## src/rtl/uart_tx_arb_if.sv

```systemverilog
// Handshake bundle between the two byte requesters, the arbiter and the UART transmitter.
interface uart_tx_arb_if;
    logic       a_valid;
    logic [7:0] a_data;
    logic       a_last;
    logic       a_ready;
    logic       b_valid;
    logic [7:0] b_data;
    logic       b_last;
    logic       b_ready;
    logic       tx_valid;
    logic [7:0] tx_data;
    logic       tx_ready;
    logic [1:0] owner;
    logic       timeout_evt;

    modport slave (
        input  a_valid, a_data, a_last, b_valid, b_data, b_last, tx_ready,
        output a_ready, b_ready, tx_valid, tx_data, owner, timeout_evt
    );

    modport master (
        output a_valid, a_data, a_last, b_valid, b_data, b_last, tx_ready,
        input  a_ready, b_ready, tx_valid, tx_data, owner, timeout_evt
    );
endinterface

```

## src/rtl/uart_tx_arb.sv

```systemverilog
// Two-requester packet-lock arbiter feeding one UART transmitter through a single
// output register; the lock is held per packet and dropped on last byte or idle timeout.
module uart_tx_arb #(
    parameter int CLK_HZ     = 6000000,
    parameter int TIMEOUT_US = 1000
) (
    input  logic          clk,
    input  logic          rst,
    uart_tx_arb_if.slave  bus
);
    localparam int TIMEOUT_CYC = CLK_HZ / 1000000 * TIMEOUT_US;
    localparam int CW          = $clog2(TIMEOUT_CYC + 1);

    localparam logic [1:0] OWN_NONE = 2'b00;
    localparam logic [1:0] OWN_A    = 2'b01;
    localparam logic [1:0] OWN_B    = 2'b10;

    typedef enum logic {ST_IDLE, ST_LOCKED} state_t;

    state_t        r_state, w_state_nxt;
    logic [1:0]    r_owner, w_owner_nxt;
    logic          r_rr_b,  w_rr_b_nxt;   // 1: B released last, so A wins the next contention
    logic [CW-1:0] r_cnt,   w_cnt_nxt;
    logic          r_evt,   w_evt_nxt;
    logic          r_tx_valid;
    logic [7:0]    r_tx_data;

    logic       w_slot_free;
    logic       w_a_ready, w_b_ready;
    logic       w_acc_a, w_acc_b, w_acc;
    logic [7:0] w_acc_data;
    logic       w_acc_last;
    logic       w_own_valid;

    assign w_slot_free = !r_tx_valid || bus.tx_ready;
    assign w_a_ready   = (r_owner == OWN_A) && w_slot_free;
    assign w_b_ready   = (r_owner == OWN_B) && w_slot_free;
    assign w_acc_a     = bus.a_valid && w_a_ready;
    assign w_acc_b     = bus.b_valid && w_b_ready;
    assign w_acc       = w_acc_a || w_acc_b;
    assign w_acc_data  = w_acc_a ? bus.a_data : bus.b_data;
    assign w_acc_last  = w_acc_a ? bus.a_last : bus.b_last;
    assign w_own_valid = (r_owner == OWN_A) ? bus.a_valid :
                         (r_owner == OWN_B) ? bus.b_valid : 1'b0;

    always_ff @(posedge clk or negedge rst) begin
        if (!rst) begin
            r_state <= ST_IDLE;
            r_owner <= OWN_NONE;
            r_rr_b  <= 1'b1;
            r_cnt   <= '0;
            r_evt   <= 1'b0;
        end else begin
            r_state <= w_state_nxt;
            r_owner <= w_owner_nxt;
            r_rr_b  <= w_rr_b_nxt;
            r_cnt   <= w_cnt_nxt;
            r_evt   <= w_evt_nxt;
        end
    end

    always_comb begin
        w_state_nxt = r_state;
        w_owner_nxt = r_owner;
        w_rr_b_nxt  = r_rr_b;
        w_cnt_nxt   = r_cnt;
        w_evt_nxt   = 1'b0;
        unique case (r_state)
            ST_IDLE: begin
                w_cnt_nxt = '0;
                if (bus.a_valid && (!bus.b_valid || r_rr_b)) begin
                    w_state_nxt = ST_LOCKED;
                    w_owner_nxt = OWN_A;
                end else if (bus.b_valid) begin
                    w_state_nxt = ST_LOCKED;
                    w_owner_nxt = OWN_B;
                end
            end
            ST_LOCKED: begin
                if (w_acc) begin
                    w_cnt_nxt = '0;
                    if (w_acc_last) begin
                        w_state_nxt = ST_IDLE;
                        w_owner_nxt = OWN_NONE;
                        w_rr_b_nxt  = (r_owner == OWN_B);
                    end
                end else if (!w_own_valid) begin
                    // Only an absent owner ages the lock; a stalled transmitter does not.
                    if (r_cnt == CW'(TIMEOUT_CYC - 1)) begin
                        w_state_nxt = ST_IDLE;
                        w_owner_nxt = OWN_NONE;
                        w_rr_b_nxt  = (r_owner == OWN_B);
                        w_cnt_nxt   = '0;
                        w_evt_nxt   = 1'b1;
                    end else begin
                        w_cnt_nxt = r_cnt + 1'b1;
                    end
                end
            end
            default: ;
        endcase
    end

    always_ff @(posedge clk or negedge rst) begin
        if (!rst) begin
            r_tx_valid <= 1'b0;
            r_tx_data  <= 8'h00;
        end else if (w_acc) begin
            r_tx_valid <= 1'b1;
            r_tx_data  <= w_acc_data;
        end else if (bus.tx_ready) begin
            r_tx_valid <= 1'b0;
        end
    end

    assign bus.a_ready     = w_a_ready;
    assign bus.b_ready     = w_b_ready;
    assign bus.tx_valid    = r_tx_valid;
    assign bus.tx_data     = r_tx_data;
    assign bus.owner       = r_owner;
    assign bus.timeout_evt = r_evt;
endmodule

```

## src/flat_wrapper.sv

```systemverilog
// flat-port wrapper written by rule: the top's interface ports become plain ports
module uart_tx_arb_flat 
#(
    parameter int CLK_HZ     = 6000000,
    parameter int TIMEOUT_US = 1000
)
  (clk, rst, bus_a_valid, bus_a_data, bus_a_last, bus_b_valid, bus_b_data, bus_b_last, bus_tx_ready, bus_a_ready, bus_b_ready, bus_tx_valid, bus_tx_data, bus_owner, bus_timeout_evt);
  uart_tx_arb_if bus_i ();
  input  logic clk;
  input  logic rst;
  input wire logic [$bits(bus_i.a_valid)-1:0] bus_a_valid;
  input wire logic [$bits(bus_i.a_data)-1:0] bus_a_data;
  input wire logic [$bits(bus_i.a_last)-1:0] bus_a_last;
  input wire logic [$bits(bus_i.b_valid)-1:0] bus_b_valid;
  input wire logic [$bits(bus_i.b_data)-1:0] bus_b_data;
  input wire logic [$bits(bus_i.b_last)-1:0] bus_b_last;
  input wire logic [$bits(bus_i.tx_ready)-1:0] bus_tx_ready;
  output wire logic [$bits(bus_i.a_ready)-1:0] bus_a_ready;
  output wire logic [$bits(bus_i.b_ready)-1:0] bus_b_ready;
  output wire logic [$bits(bus_i.tx_valid)-1:0] bus_tx_valid;
  output wire logic [$bits(bus_i.tx_data)-1:0] bus_tx_data;
  output wire logic [$bits(bus_i.owner)-1:0] bus_owner;
  output wire logic [$bits(bus_i.timeout_evt)-1:0] bus_timeout_evt;
  assign bus_i.a_valid = bus_a_valid;
  assign bus_i.a_data = bus_a_data;
  assign bus_i.a_last = bus_a_last;
  assign bus_i.b_valid = bus_b_valid;
  assign bus_i.b_data = bus_b_data;
  assign bus_i.b_last = bus_b_last;
  assign bus_i.tx_ready = bus_tx_ready;
  assign bus_a_ready = bus_i.a_ready;
  assign bus_b_ready = bus_i.b_ready;
  assign bus_tx_valid = bus_i.tx_valid;
  assign bus_tx_data = bus_i.tx_data;
  assign bus_owner = bus_i.owner;
  assign bus_timeout_evt = bus_i.timeout_evt;
  uart_tx_arb #(.CLK_HZ(CLK_HZ), .TIMEOUT_US(TIMEOUT_US)) u_core (.clk(clk), .rst(rst), .bus(bus_i));
endmodule
```

## config.mk

```make
export PLATFORM = sky130hd
export DESIGN_NAME = uart_tx_arb_flat
export DESIGN_NICKNAME = d
export VERILOG_FILES = /design/src/rtl/uart_tx_arb_if.sv /design/src/rtl/uart_tx_arb.sv /design/src/flat_wrapper.sv
export SDC_FILE = /design/constraint.sdc
export NUM_CORES = 1
export LEC_CHECK = 0
export ABC_AREA = 1
export BUFFER_PORTS_ARGS = -buffer_cell sky130_fd_sc_hd__buf_2
export CORE_ASPECT_RATIO = 1.1
export CORE_MARGIN = 4
export CORE_UTILIZATION = 48
export CTS_BUF_LIST = sky130_fd_sc_hd__clkbuf_4
export DETAILED_ROUTE_END_ITERATION = 10
export GPL_TIMING_DRIVEN = 0
export HOLD_SLACK_MARGIN = 0.12
export PLACE_DENSITY = 0.73
export RECOVER_POWER = 100
export SLEW_MARGIN = 20
export SYNTH_ARGS = -nofsm -noshare
export SYNTH_HDL_FRONTEND = slang
export SYNTH_SLANG_ARGS = --single-unit
```

## constraint.sdc

```tcl
create_clock -name clk -period 1.8 [get_ports clk]
set_clock_uncertainty 0.05 [all_clocks]
set_input_delay 0 -clock clk [delete_from_list [all_inputs] [get_ports clk]]
set_output_delay 0 -clock clk [all_outputs]
set_load 0.02 [all_outputs]
```

**Yosys cells after proc, flatten, opt, wreduce, memory -nomap -nowiden**

Index checks and enable logic that the tools add are counted.

- Register bits: 27
- Bits in latches: 0
- Memory bits (writable): 0
- Bits in read-only memories: 0
- Bits of input ports: 23
- Logic and storage cells: 64
- Memories kept: 0

- Add/sub/neg operators: 1
- Multiply operators: 0
- Divide/modulo/power cells: 0
- $lt $le $gt $ge: 0
- Eq/ne operators: 9
- Shift operators: 0
- Multiplexer cells: 32
- Bitwise logic cells: 1
- Reductions and logical operators: 14

Operator list:

| cell | number |
|---|---|
| 13-bit 2-to-1 mux | 3 |
| 13-bit one-hot mux with 2 select lines | 1 |
| 1-bit 2-to-1 mux | 19 |
| 13-bit by 1-bit adder with 13-bit output (second input constant) | 1 |
| 13-bit equality test (second input constant) | 1 |
| 2-bit 2-to-1 mux | 6 |
| 3-bit != test (second input constant) | 3 |
| 8-bit 2-to-1 mux | 1 |
| 4-bit AND reduction | 2 |
| 1-bit logical AND | 5 |
| 2-bit one-hot mux with 2 select lines | 1 |
| 2-bit nonzero test | 2 |
| 1-bit logical OR | 3 |
| 3-bit by 2-bit != test with 1-bit output (second input constant) | 1 |
| 2-bit by 1-bit equality test with 1-bit output (second input constant) | 1 |
| 2-bit equality test (second input constant) | 1 |
| 1-bit zero test | 2 |
| 2-bit by 1-bit != test with 1-bit output (second input constant) | 1 |
| 2-bit != test (second input constant) | 1 |
| 1-bit one-hot mux with 2 select lines | 1 |
| 1-bit inverter | 1 |

**Logic depth before layout (Yosys ltp)**

Gate-level depths: netlist of run 1.

- Depth in word-level cells: 8
- Depth in mapped cells: 9
- Gate-level depth less buffers: 9

**Worst setup path before layout of run 1**

No wires, ideal clock.

- Path kind: reg2reg
- Start: register u_core.r_owner[1], in the netlist u_core.bus.owner[1]
- End: register u_core.r_cnt[10]
- Arrival: 1.307 ns
- Required time: 1.630 ns
- Path slack: 0.323 ns
- Stages on the path, launching flop included: 9
- Path buffers: 1
- Cells stage by stage: dfrtp_1 > inv_1 > nand3_2 > nand2_4 > nand2_4 > buf_6 > nand4_1 > o21ai_0 > nor2_1

- Cells in the longest elaborated chain, start to end: 6

RTL lines:

| element | RTL line | source |
|---|---|---|
| start: declaration | uart_tx_arb.sv:21 | `logic [1:0] r_owner, w_owner_nxt;` |
| start signal: assignment | uart_tx_arb.sv:55 | `r_owner <= w_owner_nxt;` |
| 2-bit by 1-bit equality test with 1-bit output / 2-bit equality test (equally long branches) | - |  |
| 1-bit logical AND (on tied branches) | uart_tx_arb.sv:36, uart_tx_arb.sv:37 |  |
| 1-bit logical AND (on tied branches) | uart_tx_arb.sv:38, uart_tx_arb.sv:39 |  |
| 1-bit logical OR | uart_tx_arb.sv:40 | `assign w_acc = w_acc_a \|\| w_acc_b;` |
| 13-bit 2-to-1 mux | uart_tx_arb.sv:80 | `if (w_acc) begin` |
| 13-bit one-hot mux with 2 select lines | uart_tx_arb.sv:68 | `unique case (r_state)` |
| end signal: assignment | uart_tx_arb.sv:57 | `r_cnt <= w_cnt_nxt;` |
| end: declaration | uart_tx_arb.sv:23 | `logic [CW-1:0] r_cnt, w_cnt_nxt;` |

Parallel ways exist; a longest one is shown, timed or not.
A chain may end at the register's enable or synchronous reset.

**Final worst setup path of run 1**

- Start: register u_core.r_owner[1], in the netlist u_core.bus.owner[1]
- End: register u_core.r_owner[0], in the netlist u_core.bus.owner[0]

- Cells in the longest elaborated chain, start to end: 6

RTL lines:

| element | RTL line |
|---|---|
| 2-bit by 1-bit equality test with 1-bit output / 2-bit equality test (equally long branches) | - |
| 1-bit logical AND (on tied branches) | uart_tx_arb.sv:36, uart_tx_arb.sv:37 |
| 1-bit logical AND (on tied branches) | uart_tx_arb.sv:38, uart_tx_arb.sv:39 |
| 1-bit 2-to-1 mux / 1-bit logical OR (equally long branches) | uart_tx_arb.sv:42, uart_tx_arb.sv:40 |
| 3-bit != test (no source line) / 2-bit 2-to-1 mux (equally long branches) | - |
| 4-bit AND reduction (no source line) / 2-bit one-hot mux with 2 select lines (equally long branches) | - |

Parallel ways exist; a longest one is shown, timed or not.

==> results of run 1 <==
==> layer usage <==
layer	vias to the layer above	GRT usage (%)	part of all wire [%]
li1	768	-	-
met1	692	25.5	44
met2	55	35.7	49
met3	10	4.65	5.3
met4	0	8.22	1.8
met5	-	0	0
==> worst max-delay path by stage <==
stage	cells after the start	slack, ns	end
floorplan	8	0.32	u_core.r_cnt[10]
global placement	8	0.26	u_core.r_cnt[10]
detailed placement	8	0.24	u_core.r_cnt[12]
CTS	8	0.20	u_core.r_cnt[12]
global route	8	0.04	u_core.r_cnt[10]
finish	9	0.17	u_core.bus.owner[0]
==> kinds of logic (layout without fill, tap and decap cells) <==
group                      after synthesis  after routing  synth area share [%]
DFF                                     27             27                  44.4
buffers and inverters                   28             91                  7.64
AOI/OAI and AO/OA                       23             23                  7.72
xor gates and xnor gates                 5              5                  2.87
adders and majority gates                1              1                 0.821
and+or+nand+nor                        119            119                  36.5
==> state kept, by name, summed over array words and instances, names as in the netlist <==
register	flops
u_core.bus.owner	2
u_core.bus.timeout_evt	1
u_core.bus.tx_data	8
u_core.bus.tx_valid	1
u_core.r_cnt	13
u_core.r_rr_b	1
u_core.r_state	1
==> critical path, stage by stage (launching register included) <==
cell and delay [ns]:
sky130_fd_sc_hd__dfrtp_1 0.46, sky130_fd_sc_hd__inv_1 0.12, sky130_fd_sc_hd__nand3_1 0.19, sky130_fd_sc_hd__nor2_4 0.26
sky130_fd_sc_hd__nand2_1 0.10, sky130_fd_sc_hd__nand2_1 0.10, sky130_fd_sc_hd__nand2_1 0.07, sky130_fd_sc_hd__nand3_1 0.10
sky130_fd_sc_hd__nand2_1 0.07, sky130_fd_sc_hd__nand2_1 0.06
==> layout by cell type, fill, tap and decap left out, drive strengths merged <==
cell type	count
a21boi	1
a21oi	18
buf	23
clkbuf	19
dfrtp	26
dfstp	1
dlygate4sd3	23
ha	1
inv	26
nand2	56
nand3	13
nand4	5
nor2	36
nor3	8
o21ai	4
or2	1
xor2	5
==> stage by stage <==
stage               cell area (um^2)  std cells  utilization, %  worst slack (ns)  total power [mW]
floorplan                       1520        203               -             0.323              1.73
CTS                             2010        300            65.8             0.199              2.38
global route                    1980        300            65.1            0.0437              2.54
global placement                1750        273            57.3             0.261              2.03
finish                          1980        300            65.1             0.174              2.33
detailed placement              1750        273            57.3             0.243              2.05
==> cell type report <==
type                       count  area share (%)
inverter                      26            4.92
timing repair buffer          59            19.7
tap                           34            2.15
multi-input combinational    148            36.6
buffer                         2           0.946
clock buffer                   4            1.51
sequential                    27            34.1
==> cells in the mapped netlist <==
| library cell | n | share of area (%) |
|---|---|---|
| sky130_fd_sc_hd__nand3_4 | 1 | 1.1 |
| sky130_fd_sc_hd__o21ai_1 | 1 | 0.33 |
| sky130_fd_sc_hd__o21ai_0 | 3 | 0.98 |
| sky130_fd_sc_hd__a21boi_0 | 1 | 0.49 |
| sky130_fd_sc_hd__nor2_1 | 34 | 8.4 |
| sky130_fd_sc_hd__dfrtp_1 | 26 | 43 |
| sky130_fd_sc_hd__nand2_2 | 1 | 0.41 |
| sky130_fd_sc_hd__buf_6 | 1 | 0.74 |
| sky130_fd_sc_hd__nand4_1 | 4 | 1.6 |
| sky130_fd_sc_hd__or2_1 | 1 | 0.41 |
| sky130_fd_sc_hd__inv_2 | 3 | 0.74 |
| sky130_fd_sc_hd__inv_1 | 23 | 5.7 |
| sky130_fd_sc_hd__nand4_2 | 1 | 0.82 |
| sky130_fd_sc_hd__xor2_1 | 5 | 2.9 |
| sky130_fd_sc_hd__ha_1 | 1 | 0.82 |
| sky130_fd_sc_hd__nor3_1 | 8 | 2.6 |
| sky130_fd_sc_hd__nand3_2 | 2 | 1.3 |
| sky130_fd_sc_hd__nand3_1 | 10 | 3.3 |
| sky130_fd_sc_hd__nand2_4 | 3 | 2.2 |
| sky130_fd_sc_hd__a21oi_1 | 18 | 5.9 |
| sky130_fd_sc_hd__nand2_1 | 52 | 13 |
| sky130_fd_sc_hd__nor2_4 | 2 | 1.5 |
| sky130_fd_sc_hd__dfstp_2 | 1 | 1.7 |
| sky130_fd_sc_hd__buf_4 | 1 | 0.49 |
==> where the power goes <==
group | total [mW] | internal [mW] | leakage, nW | switching [mW]
sequential | 0.972 | 0.811 | 0.337 | 0.162
combinational | 1.08 | 0.372 | 0.667 | 0.711
clock | 0.278 | 0.102 | 0.0184 | 0.176
==> load_flow_metrics.sql, run 1 <==
INSERT INTO impl_metrics (metric_group, metric, value, unit) VALUES
('timing', 'fin_worst_hold_slack', '0.408', 'ns'),
('global_routing', 'grt_use_total', '21.2', '%'),
('outcome', 'outcome', 'finished clean', ''),
('global_routing', 'first_global_vias', '1565', ''),
('clock_tree', 'post_cts_buffers', '0', ''),
('global_routing', 'initial_antenna_violation_count', '0', ''),
('final_layout', 'fillers', '251', ''),
('placement', 'gp_routability_congestion', '0.768', ''),
('die', 'die_height', '67.1', 'um'),
('global_routing', 'grt_max_degree', '28', ''),
('synthesis', 'synth.distinct_cells', '24', ''),
('setup_path', 'required_time_of_the_worst_setup_path', '2.02', 'ns'),
('setup_path', 'path_max_fanout', '9', ''),
('detailed_routing', 'drtIter0Drc', '47', ''),
('power_and_ir_drop', 'peakVddDrop', '877', 'uV'),
('detailed_routing', 'drc', '0', ''),
('clock_tree', 'cts.clk_slew.worst_paths', '0.14', 'ns'),
('timing', 'timing_max_transition_violations_final', '0', ''),
('clock_tree', 'post_cts_hold_buffer_count', '23', ''),
('synthesis', 'syn-num-nets', '227', ''),
('timing', 'timing.final.crit_period', '1.63', 'ns'),
('timing', 'rsz_0062_raised_after_global_routing', 'no', ''),
('timing', 'hold_viol_final', '0', ''),
('final_layout', 'drive_above_1_share', '15.0', '%'),
('final_layout', 'area.growth.synth_to_final', '30.1', '%'),
('clock_tree', 'post_cts_resized', '0', ''),
('placement', 'buffer_ports.inserted', '36', ''),
('setup_path', 'critical_path.startpoint', 'u_core.bus.owner[1]', ''),
('final_layout', 'area_used_by_sequential_logic_in_the_layout', '677', 'um^2'),
('final_layout', 'multi_input_area', '726', 'um^2'),
('setup_path', 'r2r_path_end', 'u_core.bus.owner[0]', ''),
('timing', 'fmax', '0.615', 'GHz'),
('power_and_ir_drop', 'leakagePower', '1.02', 'nW'),
('worst_hold_path', 'worst_hold_path.num_cells', '4', ''),
('die', 'initial_utilization', '50.0', '%'),
('setup_path', 'critical_path.reg2reg.startpoint', 'u_core.bus.owner[1]', ''),
('setup_path', 'critPathCaptureType', 'flip-flop', ''),
('clock_tree', 'tritoncts.num_buffers', '3', ''),
('timing', 'setup_viol_count_final', '0', ''),
('timing', 'tightestPinTransition', '1.44', 'ns'),
('clock_tree', 'insertion_delay', '0.32', 'ns'),
('clock_tree', 'clock_sinks', '27', ''),
('final_layout', 'fin_nets', '291', ''),
('synthesis', 'syn_std_cell_area', '0.00152', 'mm^2'),
('detailed_routing', 'drt_wl_total', '3720', 'um'),
('final_layout', 'antenna-diode-count', '0', ''),
('synthesis', 'synth-warning-count', '0', ''),
('setup_path', 'rr_worst_depth', '9', ''),
('detailed_routing', 'routed_wire_length_per_instance', '12.4', 'um'),
('synthesis', 'postSynthCellCount', '203', ''),
('clock_tree', 'cell_at_the_root_of_the_clock_tree', 'sky130_fd_sc_hd__clkbuf_4', ''),
('synthesis', 'average_instance_area_after_synthesis', '7.51', 'um^2'),
('synthesis', 'synth.ff_latch_count', '27', ''),
('die', 'floorplan.core_area', '0.00305', 'mm^2'),
('worst_hold_path', 'timing.hold.worst.start', 'bus_a_data[7]', ''),
('setup_path', 'crit_path_start_kind', 'flip-flop', ''),
('worst_hold_path', 'min_path_type', 'in2reg', ''),
('die', 'floorplan.die_area', '0.00414', 'mm^2'),
('placement', 'place.detailed.hpwl', '2380', 'um'),
('setup_path', 'worst_ep_arrival_time', '1.85', 'ns'),
('detailed_routing', 'antenna_violating_nets_post_route', '0', ''),
('die', 'core.rowCount', '21', ''),
('global_routing', 'grt_pass1_wl', '6560', 'um'),
('clock_tree', 'ctsHtreeMaxLevel', '1', ''),
('die', 'ioPinCount', '37', ''),
('detailed_routing', 'via_count', '1525', ''),
('detailed_routing', 'vias_per_cell', '5.08', ''),
('synthesis', 'yosysSeqAreaShare', '44.4', '%'),
('timing', 'fin_tns_setup', '0', 'ns'),
('detailed_routing', 'drt_pre_antenna_iters', '4', ''),
('clock_tree', 'cts-root-to-sink-buffers', '2', ''),
('setup_path', 'setup.worst_path.class', 'reg2reg', ''),
('job', 'timing.max_cap.violations', '0', ''),
('clock_tree', 'cts_tree', 'done', ''),
('die', 'die_x', '61.7', 'um'),
('power_and_ir_drop', 'cellPowerDensity', '1180', 'mW/mm^2'),
('worst_hold_path', 'hold-path-endpoint', 'u_core.bus.tx_data[7]', ''),
('timing', 'relSlewSlack', '4.27', '%'),
('setup_path', 'reg2reg_slack', '0.17', 'ns'),
('global_routing', 'globalRoute.totalOverflow', '0', ''),
('timing', 'layout_worst_path_cycle_share', '90.3', '%');
No activity file was read; power rests on OpenSTA's default activity.
==> inputs of run 2 (changes only) <==
--- a/config.mk
+++ b/config.mk
@@ -8,13 +8,13 @@
 export ABC_AREA = 1
 export BUFFER_PORTS_ARGS = -buffer_cell sky130_fd_sc_hd__buf_2
 export CORE_ASPECT_RATIO = 1.1
-export CORE_MARGIN = 4
+export CORE_MARGIN = 2
 export CORE_UTILIZATION = 48
 export CTS_BUF_LIST = sky130_fd_sc_hd__clkbuf_4
 export DETAILED_ROUTE_END_ITERATION = 10
 export GPL_TIMING_DRIVEN = 0
 export HOLD_SLACK_MARGIN = 0.12
-export PLACE_DENSITY = 0.73
+export PLACE_DENSITY_LB_ADDON = 0.25
 export RECOVER_POWER = 100
 export SLEW_MARGIN = 20
 export SYNTH_ARGS = -nofsm -noshare
==> load_flow_metrics.sql, run 2 (synthesis gave the netlist of run 1 again) <==
INSERT INTO impl_metrics (metric_group, metric, value, unit) VALUES
('power_and_ir_drop', 'seq_power_share', '41.9', '%'),
('die', 'initial_utilization', '50.0', '%'),
('clock_tree', 'tritoncts.num_buffers', '3', ''),
('timing', 'tightestPinTransition', '1.44', 'ns'),
('power_and_ir_drop', 'post-layout-total-power', '2.33', 'mW'),
('setup_path', 'path_max_fanout', '6', ''),
('setup_path', 'r2r_path_end', 'u_core.r_cnt[10]', ''),
('global_routing', 'globalRoute.totalOverflow', '0', ''),
('clock_tree', 'cell_at_the_root_of_the_clock_tree', 'sky130_fd_sc_hd__clkbuf_4', ''),
('timing', 'fmax', '0.621', 'GHz'),
('final_layout', 'layout_commonest_cell', 'sky130_fd_sc_hd__nand2_1', ''),
('setup_path', 'critical_path.max_stage_delay', '0.43', 'ns'),
('placement', 'gp_routability_congestion', '0.814', ''),
('clock_tree', 'post_cts_buffers', '0', ''),
('setup_path', 'crit_slowest_cell', 'sky130_fd_sc_hd__dfrtp_1', ''),
('final_layout', 'top_register', 'u_core.r_cnt', ''),
('global_routing', 'first_global_vias', '1436', ''),
('global_routing', 'initial_antenna_violation_count', '0', ''),
('power_and_ir_drop', 'clockPowerShare', '11.4', '%'),
('power_and_ir_drop', 'p_int', '1.28', 'mW'),
('final_layout', 'drive_above_1_share', '15.0', '%'),
('global_routing', 'grt_max_degree', '28', ''),
('detailed_routing', 'drt_wl_total', '3700', 'um'),
('setup_path', 'critPathCaptureType', 'flip-flop', ''),
('setup_path', 'required_time_of_the_worst_setup_path', '2.00', 'ns'),
('timing', 'relSlewSlack', '3.85', '%'),
('power_and_ir_drop', 'peakVddDrop', '884', 'uV'),
('detailed_routing', 'drc', '0', ''),
('final_layout', 'fillers', '262', ''),
('power_and_ir_drop', 'leakagePower', '1.02', 'nW'),
('die', 'core.rowCount', '21', ''),
('setup_path', 'path_cells', 'ha_1 -> nand3_1 -> nor2_1 -> nand3_1 -> nand3_4 -> nand2_2 -> o21ai_0 -> nor2_1', ''),
('setup_path', 'worst_ep_arrival_time', '1.81', 'ns'),
('worst_hold_path', 'worst_hold_path.num_cells', '4', ''),
('detailed_routing', 'via_count', '1500', ''),
('timing', 'timing_max_transition_violations_final', '0', ''),
('clock_tree', 'cts_tree', 'done', ''),
('die', 'floorplan.core_area', '0.00305', 'mm^2'),
('final_layout', 'fin_nets', '291', ''),
('power_and_ir_drop', 'cellPowerDensity', '1180', 'mW/mm^2'),
('detailed_routing', 'antenna_violating_nets_post_route', '0', ''),
('clock_tree', 'insertion_delay', '0.31', 'ns'),
('setup_path', 'rr_worst_depth', '8', ''),
('worst_hold_path', 'timing.hold.worst.start', 'bus_a_data[1]', ''),
('worst_hold_path', 'min_path_type', 'in2reg', ''),
('global_routing', 'grt_pass1_wl', '6420', 'um'),
('clock_tree', 'clock_sinks', '27', ''),
('detailed_routing', 'drtIter0Drc', '40', ''),
('timing', 'hold_viol_final', '0', ''),
('detailed_routing', 'drt_pre_antenna_iters', '5', ''),
('power_and_ir_drop', 'power_frac_comb', '46.7', '%'),
('worst_hold_path', 'hold-path-endpoint', 'u_core.bus.tx_data[1]', ''),
('detailed_routing', 'vias_per_cell', '5.00', ''),
('clock_tree', 'post_cts_resized', '0', ''),
('final_layout', 'fin_area', '0.00198', 'mm^2'),
('final_layout', 'antenna-diode-count', '0', ''),
('power_and_ir_drop', 'p_switching', '1.06', 'mW'),
('timing', 'fin_tns_setup', '0', 'ns'),
('die', 'ioPinCount', '37', ''),
('clock_tree', 'cts.clk_slew.worst_paths', '0.14', 'ns'),
('final_layout', 'largest_register_ffs', '13', ''),
('clock_tree', 'cts-root-to-sink-buffers', '2', ''),
('clock_tree', 'ctsHtreeMaxLevel', '1', ''),
('setup_path', 'critical_path.reg2reg.startpoint', 'u_core.r_cnt[0]', ''),
('die', 'die_x', '57.7', 'um'),
('setup_path', 'setup.worst_path.class', 'reg2reg', ''),
('setup_path', 'crit_path_start_kind', 'flip-flop', ''),
('timing', 'layout_worst_path_cycle_share', '89.4', '%'),
('placement', 'placed_area', '0.00175', 'mm^2'),
('timing', 'rsz_0062_raised_after_global_routing', 'no', ''),
('detailed_routing', 'routed_wire_length_per_instance', '12.3', 'um'),
('final_layout', 'area.growth.synth_to_final', '30.1', '%'),
('setup_path', 'reg2reg_slack', '0.19', 'ns'),
('job', 'timing.max_cap.violations', '0', ''),
('power_and_ir_drop', 'power.switching_fraction', '45.2', '%'),
('placement', 'buffer_ports.inserted', '36', ''),
('outcome', 'outcome', 'finished clean', ''),
('final_layout', 'most-common-layout-cells', '52 x sky130_fd_sc_hd__nand2_1, 34 x sky130_fd_sc_hd__nor2_1, 26 x sky130_fd_sc_hd__dfrtp_1', ''),
('placement', 'place.detailed.hpwl', '2320', 'um'),
('die', 'die_height', '63.1', 'um'),
('die', 'floorplan.die_area', '0.00364', 'mm^2'),
('global_routing', 'grt_use_total', '22.3', '%'),
('timing', 'timing.final.crit_period', '1.61', 'ns'),
('timing', 'setup_viol_count_final', '0', '');
run 2: repair_timing:
item,in CTS,in global routing
hold buffers,23,0
endpoints found under the hold margin,40,0
endpoints found under the setup margin,0,0
run 2: worst max path at each step:
stage | endpoint | cells after the start | from | slack, ns
2_1_floorplan | u_core.r_cnt[10] | 8 | u_core.bus.owner[1] | 0.32
3_3_place_gp | u_core.r_cnt[10] | 8 | u_core.r_cnt[0] | 0.27
3_5_place_dp | u_core.r_cnt[12] | 8 | u_core.r_cnt[0] | 0.26
4_1_cts | u_core.bus.owner[0] | 5 | u_core.r_rr_b | 0.21
5_1_grt | u_core.r_cnt[2] | 8 | u_core.r_cnt[0] | 0.04
6_report | u_core.r_cnt[10] | 8 | u_core.r_cnt[0] | 0.19
run 2: routing by layer:
layer	GRT usage [%]	wire, um	up-vias
met5	0	0	-
met2	37.2	1820	51
met4	9.59	100	0
met3	3.08	166	12
met1	28.4	1610	669
li1	-	-	768
run 2: layout make-up:
type	instances	area (um^2)	share of cell area [%]
buffer	2	18.8	0.946
clock buffer	4	30.0	1.51
inverter	26	97.6	4.92
multi-input combinational	148	726	36.6
sequential	27	677	34.1
tap	34	42.5	2.15
timing repair buffer	59	392	19.7
run 2: stage by stage:
stage | util [%] | cells | hold WS (ns) | worst slack, ns
global route | 65.1 | 300 | 0.436 | 0.0444
CTS | 65.8 | 300 | 0.162 | 0.207
floorplan | - | 203 | -0.346 | 0.323
detailed placement | 57.3 | 273 | -0.00724 | 0.265
finish | 65.1 | 300 | 0.422 | 0.190
global placement | 57.3 | 273 | -0.00714 | 0.267
run 2: critical path: cells and delay by family (launching register included):
kind | cells | cell delay, ns
AO/OA/AOI/OAI | 1 | 0.11
adder cells (fa/ha/maj) | 1 | 0.22
flip-flops | 1 | 0.43
AND/OR/NAND/NOR | 6 | 0.75
run 2: power by group through the flow:
stage | clock network (mW) | logic [mW] | registers (mW)
floorplan | 0 | 0.635 | 1.10
global placement | 0 | 1.06 | 0.978
detailed placement | 0 | 1.07 | 0.977
CTS | 0.280 | 1.11 | 0.968
global route | 0.297 | 1.23 | 1.01
finish | 0.265 | 1.09 | 0.979
==> inputs of run 3 (changes only) <==
--- a/config.mk
+++ b/config.mk
@@ -10,7 +10,7 @@
 export CORE_ASPECT_RATIO = 1.1
 export CORE_MARGIN = 2
 export CORE_UTILIZATION = 48
-export CTS_BUF_LIST = sky130_fd_sc_hd__clkbuf_4
+export CTS_BUF_LIST = sky130_fd_sc_hd__clkbuf_8
 export DETAILED_ROUTE_END_ITERATION = 10
 export GPL_TIMING_DRIVEN = 0
 export HOLD_SLACK_MARGIN = 0.12
==> load_flow_metrics.sql, run 3 (synthesis gave the netlist of run 1 again) <==
INSERT INTO impl_metrics (metric_group, metric, value, unit) VALUES
('setup_path', 'worst_ep_arrival_time', '1.76', 'ns'),
('worst_hold_path', 'timing.hold.worst.start', 'bus_b_last', ''),
('clock_tree', 'tritoncts.num_buffers', '3', ''),
('timing', 'setup_viol_count_final', '0', ''),
('clock_tree', 'clock_sinks', '27', ''),
('global_routing', 'globalRoute.totalOverflow', '0', ''),
('clock_tree', 'insertion_delay', '0.26', 'ns'),
('final_layout', 'fillers', '258', ''),
('setup_path', 'crit_slowest_cell', 'sky130_fd_sc_hd__dfrtp_1', ''),
('final_layout', 'largest_register_ffs', '13', ''),
('die', 'initial_utilization', '50.0', '%'),
('die', 'ioPinCount', '37', ''),
('global_routing', 'grt_max_degree', '28', ''),
('worst_hold_path', 'hold-path-endpoint', 'u_core.r_rr_b', ''),
('setup_path', 'crit_path_start_kind', 'flip-flop', ''),
('setup_path', 'worst-path-buf-inv', '1', ''),
('clock_tree', 'post_cts_buffers', '0', ''),
('clock_tree', 'post_cts_resized', '0', ''),
('global_routing', 'initial_antenna_violation_count', '0', ''),
('setup_path', 'required_time_of_the_worst_setup_path', '1.96', 'ns'),
('timing', 'timing_max_transition_violations_final', '0', ''),
('timing', 'fmax', '0.625', 'GHz'),
('clock_tree', 'cts.clk_slew.worst_paths', '0.09', 'ns'),
('timing', 'fin_worst_hold_slack', '0.132', 'ns'),
('setup_path', 'critPathCaptureType', 'flip-flop', ''),
('placement', 'place_ws', '0.265', 'ns'),
('global_routing', 'first_global_vias', '1356', ''),
('final_layout', 'drive_above_1_share', '15.2', '%'),
('power_and_ir_drop', 'peakVddDrop', '874', 'uV'),
('power_and_ir_drop', 'leakagePower', '1.02', 'nW'),
('final_layout', 'fin_nets', '289', ''),
('global_routing', 'grt_use_total', '20.2', '%'),
('final_layout', 'area_used_by_sequential_logic_in_the_layout', '677', 'um^2'),
('job', 'timing.max_cap.violations', '0', ''),
('placement', 'gp_routability_congestion', '0.814', ''),
('final_layout', 'layout_commonest_cell', 'sky130_fd_sc_hd__nand2_1', ''),
('die', 'die_height', '63.1', 'um'),
('final_layout', 'final_util', '64.8', '%'),
('clock_tree', 'cts_tree', 'done', ''),
('setup_path', 'path_cells', 'inv_1 -> nand3_1 -> nor2_4 -> nand2_1 -> nand2_1 -> nand2_1 -> nand3_1 -> nand2_1 -> nand2_1', ''),
('timing', 'fin_tns_setup', '0', 'ns'),
('detailed_routing', 'drt_pre_antenna_iters', '4', ''),
('final_layout', 'final-instance-count-excl-fill', '298', ''),
('die', 'floorplan.core_area', '0.00305', 'mm^2'),
('setup_path', 'rr_worst_depth', '9', ''),
('detailed_routing', 'drtIter0Drc', '28', ''),
('global_routing', 'grt_pass1_wl', '5970', 'um'),
('worst_hold_path', 'min_path_type', 'in2reg', ''),
('die', 'floorplan.die_area', '0.00364', 'mm^2'),
('final_layout', 'area.growth.synth_to_final', '29.6', '%'),
('clock_tree', 'cts-root-to-sink-buffers', '2', ''),
('detailed_routing', 'drt_wl_total', '3410', 'um'),
('outcome', 'outcome', 'finished clean', ''),
('power_and_ir_drop', 'post-layout-total-power', '2.37', 'mW'),
('final_layout', 'multi_input_area', '721', 'um^2'),
('timing', 'relSlewSlack', '55.9', '%'),
('timing', 'tightestPinTransition', '0.661', 'ns'),
('detailed_routing', 'vias_per_cell', '4.99', ''),
('die', 'core.rowCount', '21', ''),
('timing', 'postLayoutSetupSlackWorst', '0.199', 'ns'),
('final_layout', 'fin_area', '0.00197', 'mm^2'),
('setup_path', 'critical_path.max_stage_delay', '0.44', 'ns'),
('placement', 'placed_area', '0.00175', 'mm^2'),
('placement', 'dpl.cell_count', '273', ''),
('setup_path', 'critical_path.reg2reg.startpoint', 'u_core.bus.owner[1]', ''),
('setup_path', 'critPathMostFrequentCell', 'sky130_fd_sc_hd__nand2_1', ''),
('setup_path', 'path_max_fanout', '9', ''),
('setup_path', 'setup.worst_path.class', 'reg2reg', ''),
('placement', 'buffer_ports.inserted', '36', ''),
('timing', 'hold_viol_final', '0', ''),
('setup_path', 'worst_path_dominant_cell_family', 'simple AND/OR/NAND/NOR gates', ''),
('clock_tree', 'cell_at_the_root_of_the_clock_tree', 'sky130_fd_sc_hd__clkbuf_8', ''),
('timing', 'rsz_0062_raised_after_global_routing', 'no', ''),
('detailed_routing', 'routed_wire_length_per_instance', '11.4', 'um'),
('clock_tree', 'ctsHtreeMaxLevel', '1', ''),
('detailed_routing', 'antenna_violating_nets_post_route', '0', ''),
('detailed_routing', 'drc', '0', ''),
('final_layout', 'top_register', 'u_core.r_cnt', ''),
('worst_hold_path', 'worst_hold_path.num_cells', '7', ''),
('final_layout', 'antenna-diode-count', '0', ''),
('timing', 'timing.final.crit_period', '1.60', 'ns'),
('timing', 'layout_worst_path_cycle_share', '88.9', '%'),
('setup_path', 'r2r_path_end', 'u_core.bus.owner[0]', ''),
('placement', 'place.detailed.hpwl', '2320', 'um'),
('detailed_routing', 'via_count', '1486', ''),
('final_layout', 'most-common-layout-cells', '52 x sky130_fd_sc_hd__nand2_1, 34 x sky130_fd_sc_hd__nor2_1, 26 x sky130_fd_sc_hd__dfrtp_1', ''),
('power_and_ir_drop', 'cellPowerDensity', '1200', 'mW/mm^2'),
('setup_path', 'reg2reg_slack', '0.20', 'ns'),
('die', 'die_x', '57.7', 'um');
-- run 3: changes by cell type in the layout (fill, tap and decap cells not counted), sizes merged --
cell | previous run | this run
inv | 26 | 27
clkbuf | 19 | 18
dlygate4sd3 | 23 | 21
-- run 3: how the worst max path moves through the flow --
stage               depth (start not counted)                   to           startpoint  slack [ns]
detailed placement                          8     u_core.r_cnt[12]      u_core.r_cnt[0]        0.26
global route                                8      u_core.r_cnt[2]      u_core.r_cnt[0]        0.05
floorplan                                   8     u_core.r_cnt[10]  u_core.bus.owner[1]        0.32
CTS                                         5  u_core.bus.owner[0]        u_core.r_rr_b        0.22
global placement                            8     u_core.r_cnt[10]      u_core.r_cnt[0]        0.27
finish                                      9  u_core.bus.owner[0]  u_core.bus.owner[1]        0.20
-- run 3: routing by layer --
layer  track usage, %  wire length [um]
met1             27.3              1540
met2             34.4              1710
met3             2.87               142
met4             3.49                19
met5                0                 0
-- run 3: where the power goes --
| part | internal, mW | switching [mW] | total [mW] |
|---|---|---|---|
| clock network | 0.152 | 0.177 | 0.330 |
| registers | 0.812 | 0.161 | 0.973 |
| logic | 0.365 | 0.700 | 1.07 |
-- run 3: worst reg2reg max path, cell delays in order, from the launching register on --
cell	delay [ns]
sky130_fd_sc_hd__dfrtp_1	0.44
sky130_fd_sc_hd__inv_1	0.12
sky130_fd_sc_hd__nand3_1	0.19
sky130_fd_sc_hd__nor2_4	0.26
sky130_fd_sc_hd__nand2_1	0.11
sky130_fd_sc_hd__nand2_1	0.10
sky130_fd_sc_hd__nand2_1	0.07
sky130_fd_sc_hd__nand3_1	0.10
sky130_fd_sc_hd__nand2_1	0.06
sky130_fd_sc_hd__nand2_1	0.05
-- run 3: cell type report --
type / count / share of cell area (%)
tap: 34 / 2.15
sequential: 27 / 34.3
multi-input combinational: 148 / 36.5
buffer: 2 / 0.951
clock inverter: 1 / 0.190
timing repair buffer: 57 / 18.9
clock buffer: 3 / 2.09
inverter: 26 / 4.94
-- run 3: repair_timing --
item,4_1_cts,5_1_grt
hold buffers,21,0
hold endpoints to repair,39,0
setup endpoints to repair,0,0
